### src/rtl/lu_serial_seq.sv
// Bit-serial sequencer that feeds one shared 1-bit logic unit cell LSB first
// and assembles a WIDTH-bit result behind valid/ready handshakes.

module lu_cell (
  input  logic a,
  input  logic b,
  input  logic select_op,
  input  logic select_group,
  output logic final_out
);
  logic base;

  // select_group picks OR over AND; select_op clear inverts (NAND/NOR)
  assign base      = select_group ? (a | b) : (a & b);
  assign final_out = select_op ? base : ~base;
endmodule

module lu_serial_seq #(
  parameter int WIDTH = 8,
  parameter int CW    = $clog2(WIDTH)
) (
  input  logic             clk,
  input  logic             reset,
  input  logic             in_valid,
  output logic             in_ready,
  input  logic [WIDTH-1:0] in_a,
  input  logic [WIDTH-1:0] in_b,
  input  logic [1:0]       in_op,
  output logic             out_valid,
  input  logic             out_ready,
  output logic [WIDTH-1:0] out_result,
  output logic [1:0]       out_op,
  output logic             busy
);
  localparam logic [1:0] IDLE = 2'd0;
  localparam logic [1:0] RUN  = 2'd1;
  localparam logic [1:0] DONE = 2'd2;

  localparam logic [CW-1:0] LAST = CW'(WIDTH - 1);

  logic [1:0]       state;
  logic [WIDTH-1:0] a_sr;
  logic [WIDTH-1:0] b_sr;
  logic [WIDTH-1:0] res_sr;
  logic [1:0]       op_r;
  logic [CW-1:0]    cnt;
  logic             lu_out;

  lu_cell u_lu (
    .a            (a_sr[0]),
    .b            (b_sr[0]),
    .select_op    (op_r[0]),
    .select_group (op_r[1]),
    .final_out    (lu_out)
  );

  always_ff @(posedge clk or posedge reset) begin
    if (reset) begin
      state  <= IDLE;
      a_sr   <= '0;
      b_sr   <= '0;
      res_sr <= '0;
      op_r   <= 2'b00;
      cnt    <= '0;
    end else begin
      case (state)
        IDLE: begin
          if (in_valid) begin
            a_sr  <= in_a;
            b_sr  <= in_b;
            op_r  <= in_op;
            cnt   <= '0;
            state <= RUN;
          end
        end
        RUN: begin
          // result fills from the MSB end so bit i lands in place after WIDTH shifts
          a_sr   <= a_sr >> 1;
          b_sr   <= b_sr >> 1;
          res_sr <= {lu_out, res_sr[WIDTH-1:1]};
          cnt    <= cnt + 1'b1;
          if (cnt == LAST)
            state <= DONE;
        end
        DONE: begin
          if (out_ready)
            state <= IDLE;
        end
        default: state <= IDLE;
      endcase
    end
  end

  assign in_ready   = (state == IDLE);
  assign out_valid  = (state == DONE);
  assign busy       = (state != IDLE);
  assign out_result = res_sr;
  assign out_op     = op_r;
endmodule
### config.mk
export PLATFORM = sky130hd
export DESIGN_NAME = lu_serial_seq
export DESIGN_NICKNAME = d
export VERILOG_FILES = /design/src/rtl/lu_serial_seq.sv
export SDC_FILE = /design/constraint.sdc
export NUM_CORES = 1
export LEC_CHECK = 0
export ABC_AREA = 1
export BUFFER_PORTS_ARGS = -buffer_cell sky130_fd_sc_hd__buf_2
export CORE_MARGIN = 5
export CORE_UTILIZATION = 52
export DETAILED_ROUTE_END_ITERATION = 10
export PLACE_DENSITY = 0.83
export SLEW_MARGIN = 15
export SYNTH_ARGS = -nofsm -noshare
export SYNTH_HDL_FRONTEND = slang
export SYNTH_SLANG_ARGS = --single-unit
### constraint.sdc
create_clock -name clk -period 1.5 [get_ports clk]
set_clock_uncertainty 0.05 [all_clocks]
set_input_delay 0.15 -clock clk [delete_from_list [all_inputs] [get_ports clk]]
set_output_delay 0.15 -clock clk [all_outputs]
set_load 0.05 [all_outputs]
==> flow_summary.json <==
{
  "status": "finished, final reports clean",
  "reg2regPathDepth": 6,
  "wl_per_cell_um": 12.2,
  "min_period_over_period_pct": 95.2,
  "crit_fanout": 5,
  "avgSynthCellArea_um2": 8.06,
  "setup_viol_count_final": 0,
  "worstSetupEndpointType": "output pin",
  "grt_usage_pct": 16.2,
  "drt-initial-drc-count": 50,
  "antennaDiodeCount": 0,
  "clk_path_buf_depth": 2,
  "slew_headroom_pct": 74.6,
  "drc": 0,
  "design.core.area_um2": 2760,
  "ys_warn_count": 0,
  "h-tree-depth": 2,
  "drv_slew": 0,
  "crit_start": "state[0]$_DFFE_PP0P_",
  "start_kind": "register",
  "row_count": 19,
  "cts_tree": "done",
  "synth_area_leaders": "dfrtp_1, nand2_1, o21ai_0",
  "cts_root_buf": "clkbuf_4",
  "drive_gt1_share_pct": 27.9,
  "peakVddDrop_v": 0.00170,
  "io_buffer_count": 34,
  "overflow": 0,
  "rsz0062_at_grt": "no",
  "min_path_cells": 3,
  "dieArea_um2": 4070,
  "drt_wl_total_um": 3180,
  "clk_pin_slew_ps": 100,
  "post-route-util_pct": 65.7,
  "grt_pass1_vias": 1175,
  "grt_pass1_wl_um": 5110,
  "start_util_pct": 54.6,
  "cts.sinks": 31,
  "worst_slack_ps": 72.0,
  "vias": 1276,
  "ios": 35,
  "nets": 252,
  "dp.cells": 247,
  "synth_fp_nets": 211,
  "powerDensity_nw_per_um2": 2430,
  "syn_area_um2": 1510,
  "drv_cap": 0,
  "dpl_cell_area_um2": 1690,
  "synthCells": 187,
  "preCtsSetupSlack_ps": 127,
  "fin_cells": 260,
  "worstSkewPairLatency_ps": 330,
  "dpl.hpwl_um": 2250,
  "hold_path.startpoint": "in_op[0]",
  "syn_to_final_growth_pct": 20.2,
  "ys_seq_area_share_pct": 51.5,
  "worstMarginPinSlew_ps": 381,
  "multi_input_comb_area_um2": 609,
  "leakagePower_nw": 1.04,
  "dr.pass1.iters": 4,
  "yosys.cell_types.count": 18,
  "ys_seq_elements": 31,
  "ff_latch_area_um2": 778,
  "fill_cells": 232,
  "ant_nets": 0,
  "crit_type": "reg2out",
  "gp_congestion": 0.859,
  "hold_class": "in2reg",
  "tns_ps": 0,
  "cp.arrival_ps": 1230,
  "stdcell_area_um2": 1810,
  "hold_viol_final": 0,
  "viasPerCell": 4.91,
  "cts_inserted_buffers": 5,
  "synth_top_area_cell": "dfrtp_1",
  "max_freq_mhz": 700,
  "r2r_start": "state[0]$_DFFE_PP0P_",
  "yosys.area.top_type_share_pct": 51.5,
  "die_h_um": 63.8,
  "antenna_found_initial": 0,
  "grt_max_degree": 32,
  "fin_crit_ps": 1430,
  "r2r_slack_ps": 130,
  "required_ps": 1300,
  "die_w_um": 63.8
}
-- power by group --
| group | internal (mW) | total, mW | switching, mW |
|---|---|---|---|
| clock network | 0.181 | 0.471 | 0.291 |
| registers | 1.21 | 1.45 | 0.241 |
| logic | 0.820 | 2.47 | 1.65 |
| total | 2.21 | 4.40 | 2.18 |
-- final timing paths --
check | end
min in group asynchronous | b_sr[0]$_DFFE_PP0P_
max in group asynchronous | state[0]$_DFFE_PP0P_
max | busy
min reg2reg | a_sr[5]$_DFFE_PP0P_
max reg2reg | b_sr[3]$_DFFE_PP0P_
min | out_op[0]$_DFFE_PP0P_
-- worst max-delay path, cell delays in order, from the launching register on --
cell     delay, ps
dfrtp_2        470
nor2_4         180
inv_1           60
buf_4          180
-- routing by layer --
layer / vias to the layer above / routed length (µm) / GRT usage, %
li1: 645 / - / -
met1: 596 / 1320 / 18.9
met2: 28 / 1620 / 25.8
met3: 7 / 177 / 5.60
met4: 0 / 67 / 9.09
met5: - / 0 / 0
-- placed cells by master, fill, tap and decap left out, types with 2 or more instances in the layout --
| cell | instances |
|---|---|
| nand3_1 | 4 |
| nand2_4 | 3 |
| ha_1 | 2 |
| a21oi_1 | 2 |
| inv_2 | 3 |
| o21ai_0 | 9 |
| dfrtp_2 | 2 |
| buf_2 | 32 |
| dlygate4sd3_1 | 2 |
| buf_4 | 6 |
| nand2_2 | 5 |
| nand2_1 | 102 |
| inv_1 | 9 |
| buf_12 | 3 |
| clkbuf_4 | 5 |
| nor2_4 | 2 |
| dfrtp_1 | 29 |
| nor2_1 | 4 |
-- synth_stat cells (all sizes together) --
cell type	instances
o31ai	1
o21ai	9
dfrtp	31
buf	9
inv	12
nand3	4
a21oi	3
ha	2
nor2	6
nand2	110
-- layout make-up --
cell class	instances	area share, %
multi-input cells	135	33.7
inverters	12	2.49
clock buffers	6	2.28
repair buffers	43	15.8
flip-flops and latches	31	43.0
clock inverters	2	0.691
well taps	31	2.14
-- stage by stage --
step | hold slack, ps | power, mW
2_1_floorplan | 196 | 3.36
3_3_place_gp | 190 | 3.76
3_5_place_dp | 190 | 3.83
4_1_cts | 14.2 | 4.32
5_1_grt | 21.2 | 4.77
6_report | 25.1 | 4.40
-- repair_timing --
| item | CTS | global route |
|---|---|---|
| setup buffers | 0 | 3 |
| pin swaps | 0 | 1 |
| endpoints found under the setup margin | 3 | 2 |
| hold buffers | 2 | 0 |
| hold endpoints to repair | 32 | 0 |
| gates resized for setup | 3 | 2 |
-- cell families (layout without fill, tap and decap cells) --
logic type / Yosys count / count (layout) / synth area share [%]
fa+ha+maj: 2 / 2 / 1.66
flops: 31 / 31 / 51.5
buf+inv: 21 / 63 / 8.06
simple gates: 120 / 120 / 33.6
compound gates: 13 / 13 / 5.23
-- flip-flops by register name (all words and copies together) (netlist names) --
register    cells
out_result      8
b_sr            8
state           2
out_op          2
cnt             3
a_sr            8
(Power assumes the default switching activity.)
